$ cat config.mk
export PLATFORM = sky130hd
export DESIGN_NAME = iq_upsampler_stream
export DESIGN_NICKNAME = d
export VERILOG_FILES = /design/src/rtl/qam_pkg.sv /design/src/rtl/upsample_phase_ctr.sv /design/src/rtl/iq_upsampler_stream.sv
export SDC_FILE = /design/constraint.sdc
export NUM_CORES = 1
export LEC_CHECK = 0
export CAP_MARGIN = 20
export CELL_PAD_IN_SITES_DETAIL_PLACEMENT = 0
export CELL_PAD_IN_SITES_GLOBAL_PLACEMENT = 1
export CORE_MARGIN = 2
export CORE_UTILIZATION = 41
export CTS_CLUSTER_SIZE = 30
export DETAILED_ROUTE_END_ITERATION = 6
export GPL_TIMING_DRIVEN = 0
export PLACE_DENSITY_LB_ADDON = 0.08
export SLEW_MARGIN = 10
export SYNTH_ARGS = -nofsm -noshare
export SYNTH_HDL_FRONTEND = slang
export SYNTH_HIERARCHICAL = 1
export SYNTH_SLANG_ARGS = --single-unit
$ cat constraint.sdc
create_clock -name clk -period 3.1 [get_ports clk]
set_input_delay 0.62 -clock clk [delete_from_list [all_inputs] [get_ports clk]]
set_output_delay 0.62 -clock clk [all_outputs]
set_load 0.01 [all_outputs]
$ cat src/rtl/qam_pkg.sv
// Shared definitions for the QAM-16 transmit chain.
//   DATA_W_DEF     : default signed I/Q sample width
//   MAX_FACTOR_DEF : default largest upsampling ratio
//   state_e        : upsampler control state (IDLE / EMIT)
//   clamp_factor   : maps a requested ratio onto the supported range 1..max_f
package qam_pkg;

    localparam int unsigned DATA_W_DEF     = 4;
    localparam int unsigned MAX_FACTOR_DEF = 16;

    typedef enum logic [0:0] {
        IDLE = 1'b0,
        EMIT = 1'b1
    } state_e;

    // 0 and 1 both mean pass-through; anything above max_f saturates.
    function automatic int unsigned clamp_factor(input int unsigned req,
                                                 input int unsigned max_f);
        if (req < 2) begin
            return 1;
        end else if (req > max_f) begin
            return max_f;
        end else begin
            return req;
        end
    endfunction

endpackage

$ cat src/rtl/upsample_phase_ctr.sv
// Phase counter for the I/Q upsampler.
// Holds the effective factor F of the current symbol and counts phases 0..F-1.
//   clk_i         : clock, rising edge
//   rst_i         : asynchronous active-high reset
//   load_i        : start a new symbol (phase = 0, F = load_factor_i)
//   load_factor_i : clamped factor to latch on load (1..MAX_FACTOR)
//   advance_i     : current phase consumed downstream
//   last_o        : current phase is F-1
module upsample_phase_ctr #(
    parameter int unsigned FACTOR_W = 5
) (
    input  logic                clk_i,
    input  logic                rst_i,
    input  logic                load_i,
    input  logic [FACTOR_W-1:0] load_factor_i,
    input  logic                advance_i,
    output logic                last_o
);

    logic [FACTOR_W-1:0] phase_q, phase_d;
    logic [FACTOR_W-1:0] f_q, f_d;

    assign last_o = (phase_q == f_q - FACTOR_W'(1));

    always_comb begin
        phase_d = phase_q;
        f_d     = f_q;
        if (load_i) begin
            // Load wins over advance: on a back-to-back edge the old last phase
            // is consumed and the new symbol starts at phase 0.
            phase_d = '0;
            f_d     = load_factor_i;
        end else if (advance_i) begin
            phase_d = last_o ? '0 : phase_q + FACTOR_W'(1);
        end
    end

    // F resets to 1 so last_o is well defined while idle.
    always_ff @(posedge clk_i or posedge rst_i) begin
        if (rst_i) begin
            phase_q <= '0;
            f_q     <= FACTOR_W'(1);
        end else begin
            phase_q <= phase_d;
            f_q     <= f_d;
        end
    end

endmodule

$ cat src/rtl/iq_upsampler_stream.sv
// I/Q upsampler with valid/ready handshakes on both sides.
// Each accepted symbol is emitted as F output beats, either zero-stuffed
// (symbol on phase 0, zeros after) or sample-and-hold (symbol on every phase).
//   clk, reset            : clock (rising edge), asynchronous active-high reset
//   factor, hold_mode     : ratio and mode, sampled only on symbol accept
//   in_valid/in_ready     : input handshake; iin/qin signed symbol
//   out_valid/out_ready   : output handshake; iup/qup signed samples
//   sym_start             : high on phase 0 of each symbol
//   underflow             : one-cycle pulse when a symbol ends with no successor
module iq_upsampler_stream
    import qam_pkg::*;
#(
    parameter int unsigned DATA_W     = DATA_W_DEF,
    parameter int unsigned MAX_FACTOR = MAX_FACTOR_DEF,
    parameter int unsigned FACTOR_W   = $clog2(MAX_FACTOR + 1)
) (
    input  logic                clk,
    input  logic                reset,
    input  logic [FACTOR_W-1:0] factor,
    input  logic                hold_mode,
    input  logic                in_valid,
    output logic                in_ready,
    input  logic [DATA_W-1:0]   iin,
    input  logic [DATA_W-1:0]   qin,
    output logic                out_valid,
    input  logic                out_ready,
    output logic [DATA_W-1:0]   iup,
    output logic [DATA_W-1:0]   qup,
    output logic                sym_start,
    output logic                underflow
);

    state_e              state_q, state_d;
    logic                mode_q, mode_d;
    logic [DATA_W-1:0]   isym_q, isym_d;
    logic [DATA_W-1:0]   qsym_q, qsym_d;
    logic [DATA_W-1:0]   iup_q, iup_d;
    logic [DATA_W-1:0]   qup_q, qup_d;
    logic                sym_start_q, sym_start_d;
    logic                underflow_q, underflow_d;

    logic                last;
    logic                accept;
    logic                advance;
    logic [FACTOR_W-1:0] factor_eff;

    assign factor_eff = FACTOR_W'(clamp_factor(32'(factor), MAX_FACTOR));

    assign out_valid = (state_q == EMIT);
    // Combinational from out_ready so the next symbol can be taken on the same
    // edge that consumes the last phase of the current one.
    assign in_ready  = !reset && ((state_q == IDLE) || (last && out_ready));
    assign accept    = in_valid && in_ready;
    assign advance   = out_valid && out_ready;

    assign iup       = iup_q;
    assign qup       = qup_q;
    assign sym_start = sym_start_q;
    assign underflow = underflow_q;

    upsample_phase_ctr #(
        .FACTOR_W (FACTOR_W)
    ) u_phase_ctr (
        .clk_i         (clk),
        .rst_i         (reset),
        .load_i        (accept),
        .load_factor_i (factor_eff),
        .advance_i     (advance),
        .last_o        (last)
    );

    always_comb begin
        state_d     = state_q;
        mode_d      = mode_q;
        isym_d      = isym_q;
        qsym_d      = qsym_q;
        iup_d       = iup_q;
        qup_d       = qup_q;
        sym_start_d = sym_start_q;
        underflow_d = 1'b0;

        if (accept) begin
            state_d     = EMIT;
            mode_d      = hold_mode;
            isym_d      = iin;
            qsym_d      = qin;
            iup_d       = iin;
            qup_d       = qin;
            sym_start_d = 1'b1;
        end else if (advance && last) begin
            state_d     = IDLE;
            iup_d       = '0;
            qup_d       = '0;
            sym_start_d = 1'b0;
            underflow_d = 1'b1;
        end else if (advance) begin
            iup_d       = mode_q ? isym_q : '0;
            qup_d       = mode_q ? qsym_q : '0;
            sym_start_d = 1'b0;
        end
    end

    always_ff @(posedge clk or posedge reset) begin
        if (reset) begin
            state_q     <= IDLE;
            mode_q      <= 1'b0;
            isym_q      <= '0;
            qsym_q      <= '0;
            iup_q       <= '0;
            qup_q       <= '0;
            sym_start_q <= 1'b0;
            underflow_q <= 1'b0;
        end else begin
            state_q     <= state_d;
            mode_q      <= mode_d;
            isym_q      <= isym_d;
            qsym_q      <= qsym_d;
            iup_q       <= iup_d;
            qup_q       <= qup_d;
            sym_start_q <= sym_start_d;
            underflow_q <= underflow_d;
        end
    end

endmodule

# == After elaboration in Yosys (flattened, before gate mapping) ==
# Cells that the tools add are included.
# word_totals
inputBits,18
ff_bits,30
# op_classes
reduce_logical,10
addsub,2
n_bitwise,1
magnitude_cmp,2
mux,20
n_eq_ne,1
# op_table
cell,n
$mux 4,8
$mux 5,5
$mux 1,7
$add 5x1->5 const B,1
$eq 5x5->1,1
$gt 5x5->1 const B,1
$logic_and 1x1->1,5
$lt 5x2->1 const B,1
$sub 5x1->5 const B,1
$reduce_bool 2->1,2
$reduce_bool 3->1,1
$logic_not 1->1,1
$logic_or 1x1->1,1
$not 1->1,1

# == Depth between registers and ports, before layout ==
# logic_depth
word_depth,7
depth_mapped,12
mapped_depth_nobuf,10

# == Modules after synthesis ==
# Netlist, hierarchy kept.
# by_module_without_submodules
module,cells_each,seq_area_each_um2,area_per_inst_um2,n_inst
iq_upsampler_stream,80,500.5,983.4,1
upsample_phase_ctr,54,251.5,603.1,1

# == Worst setup path before layout ==
# No wires, ideal clock.
# synth_timing
kind,register to output
startpoint,reg u_phase_ctr.f_q[0]
endpoint,out in_ready
arrival_ns,2.200
stages_incl_launch_ff,8
n_path_buf,1
setup_slack_ns,0.280
path_cell_list,dfstp_2 -> inv_1 -> ha_1 -> or3_4 -> a311oi_4 -> a21bo_2 -> clkbuf_1 -> and2_1
# synth_between
elab_chain_cells,5
# synth_rtl
element,line,text
from (decl),upsample_phase_ctr.sv:21,"logic [FACTOR_W-1:0] f_q, f_d;"
from (signal assigned),upsample_phase_ctr.sv:42,f_q <= FACTOR_W'(1);
from (signal assigned),upsample_phase_ctr.sv:45,f_q <= f_d;
$sub 5x1->5,upsample_phase_ctr.sv:23,assign last_o = (phase_q == f_q - FACTOR_W'(1));
$eq 5x5->1,upsample_phase_ctr.sv:23,
via last,iq_upsampler_stream.sv:42,logic last;
$logic_and 1x1->1,iq_upsampler_stream.sv:52,assign in_ready = !reset && ((state_q == IDLE) || (last && out_ready));
$logic_or 1x1->1,iq_upsampler_stream.sv:52,
$logic_and 1x1->1,iq_upsampler_stream.sv:52,
to (decl),iq_upsampler_stream.sv:22,"output logic in_ready,"
# The timed path passes the listed nets, and every way through them passes these cells.

# == Worst setup path after layout ==
# Same ends and word-level chain as after synthesis.

==> run metrics <==
status=completed; Slew @ Worst Pin=812 ps; Gate Count Post-Synth=134; via count=1213; worst endpoint data arrival time=2380 ps; critical path endpoint category=output pin; crit path from=u_phase_ctr/f_q[0]; ANT nets after route=0; Yosys warning count=6; FP Rows=22; most common cell after layout, fill and taps aside=dfrtp_1; R2R cell count=12; Reg area=752 um^2; die area=4380 um^2; Area growth, synth to finish=29.9%; CTS tree=done; DRT iter0 DRCs=53; DR WL/cell=16.0 um; Synth async-reset ratio=1.00; placer congestion estimate=0.750; filler instances=343; share of layout cells above drive strength 1=0.240; die extent in y=66.2 um; HP Class=register to register; # placed instances=211; pin count of the biggest net entering global routing=22; Final Cell Area=2060 um^2; Flop pwr share=0.388; post-synthesis sequential area ratio=0.474; global-route wire length before repair=6.07 mm; cell area power density=880 nW/um^2; clock network power share=0.159; unrepaired setup endpoints after global routing=no; r2r startpoint=u_phase_ctr/f_q[0]; CTS H-tree lvls=2; Reg2Reg Capture Point=u_phase_ctr/phase_q[2]; Sw Ratio=0.332; number of synthesized flops with an enable pin=0; part of the power in combinational logic=0.453; diode count=0; period utilization=0.968; Nets=194; Clock transition at path regs=60 ps; Detailed Place HPWL=2.44 mm; required time of the critical path=2480 ps; Synth Flop Type=dfrtp_1; Leakage=0.000886 uW; post-synth net total=154; Core ar.=3690 um^2; final setup fails=0; Setup crit end=in_ready; placed cell area=1940 um^2; CTS Root Buffer Type=clkbuf_8; post-synth top area cell=dfrtp_1; Pint=1210 uW; Max IR drop VDD=0.000417 V; clk_skew=3.25 ps; multi-input logic area=753 um^2; Period minus WS final=3000 ps; vias in the first global route=1280; syn_area_per_cell=11.8 um^2; initial antenna violation count=0; P_sw=602 uW; Die X=66.2 um; Slew Viols, Final=0; Non-Filler Instances=223; DR DRC count=0; Buffers on Ports=29; CP max FO=3; initial core utilization=0.430; Layout Utilization=0.559; TritonCTS Buffers=5; Detailed Route WL=3.57 mm; Synth area leaders=dfrtp_1 (46%), mux2_4 (6.6%), a2bb2oi_1 (4.4%), a32oi_1 (4.4%), mux2_2 (3.5%); Total GRT Usage=0.189; DR vias/cell=5.44; clock buffer depth=2; Ports=30; commonest non-fill, non-tap cells in the layout=dfrtp_1 (29), clkdlybuf4s50_1 (28), a32oi_1 (8), nand4_1 (8), a2bb2oi_1 (8); Critical Path Source Type=register; Fin. Hold Viols=0; crit path kind=register to output pin; maximum clock rate=333 MHz; Skew-Pair Late Insertion Delay=270 ps; MaxCap Viol Count=0; Cell Area, Synth=1590 um^2; flops & latches, synth=30; Slew HR=0.458; GRT overflow=0; Clock Sinks=30; R2R Setup Slk=210 ps; Netlist cell types=42; Synth top area share=0.457; Initial DRT Pass Iterations=4
per-layer routing:
layer  share of wire  vias to the layer above  global-route usage
li1                -                      580                   -
met1            0.45                      609               0.222
met2            0.50                       18               0.320
met3           0.033                        6              0.0545
met4           0.017                        0              0.0765
met5               0                        -                   0
through the flow:
step / hold WS [ps] / setup WS (ps) / total power, uW / TNS (ps)
after floorplan: 459 / 280 / 1220 / 0
after global placement: 463 / -485 / 1470 / -485
after CTS: 482 / 47.2 / 1830 / 0
after global routing: 524 / 4.81 / 1950 / 0
after detailed placement: 470 / -459 / 1480 / -459
final: 480 / 98.1 / 1810 / 0
sequential cells by signal, indices dropped and copies added (netlist names), 4 cells and up:
signal / cells
qsym_q: 4
iup: 4
isym_q: 4
qup: 4
u_phase_ctr/phase_q: 5
u_phase_ctr/f_q: 5
critical path, cell delays in order, from the launching register on:
cell,delay [ps]
dfstp_2,530
inv_1,60
ha_2,180
or3_4,390
a311oi_4,300
a21bo_2,200
clkbuf_8,120
and2_1,110
clkdlybuf4s15_2,220
cell usage after synthesis (all sizes together) (2+ instances only):
master / number
buf: 6
nor3: 2
nand3: 3
a21o: 2
dfrtp: 29
nor2b: 6
mux2: 12
inv: 5
nor2: 5
clkbuf: 3
a2bb2oi: 8
o21ai: 3
a32oi: 8
ha: 2
a22o: 2
nand4: 8
xor2: 2
nand2: 6
xnor2: 4
and2: 2
area by class of cell:
| cell class | count | area share |
|---|---|---|
| Inverter | 5 | 0.00911 |
| Timing Repair Buffer | 33 | 0.156 |
| Clock buffer | 8 | 0.0389 |
| Sequential cell | 30 | 0.365 |
| Tap cell | 48 | 0.0291 |
| Multi-Input combinational cell | 90 | 0.366 |
| Buffer | 9 | 0.0364 |
what timing repair did:
item / in CTS / in global routing
setup buffers: 4 / 0
gates resized for setup: 6 / 1
hold buffers: 0 / 0
endpoints found under the setup margin: 1 / 1
pin swaps: 2 / 2
worst min-delay path by stage:
| stage | start | end | slack (ps) | cells past startpoint |
|---|---|---|---|---|
| after floorplan | reset | u_phase_ctr/f_q[1] | 460 | 1 |
| after global placement | sym_start | sym_start | 460 | 1 |
| after detailed placement | sym_start | sym_start | 470 | 1 |
| after CTS | sym_start | sym_start | 480 | 1 |
| after global routing | sym_start | sym_start | 520 | 1 |
| final | sym_start | sym_start | 480 | 1 |
kinds of logic after synthesis:
family,synth area share
AND/OR/NAND/NOR,0.159
flip-flops,0.474
AO/OA/AOI/OAI,0.163
buffers and inverters,0.0528
multiplexers,0.102
XOR/XNOR,0.0331
adder cells (fa/ha/maj),0.0158
power groups by stage:
stage / Clock, uW / Combinational (uW) / Sequential [uW]
floorplan: 0 / 508 / 708
global placement: 0 / 764 / 702
detailed placement: 0 / 775 / 708
CTS: 301 / 828 / 703
global route: 325 / 893 / 728
finish: 289 / 821 / 703
Power figures use the tool's default switching activity.
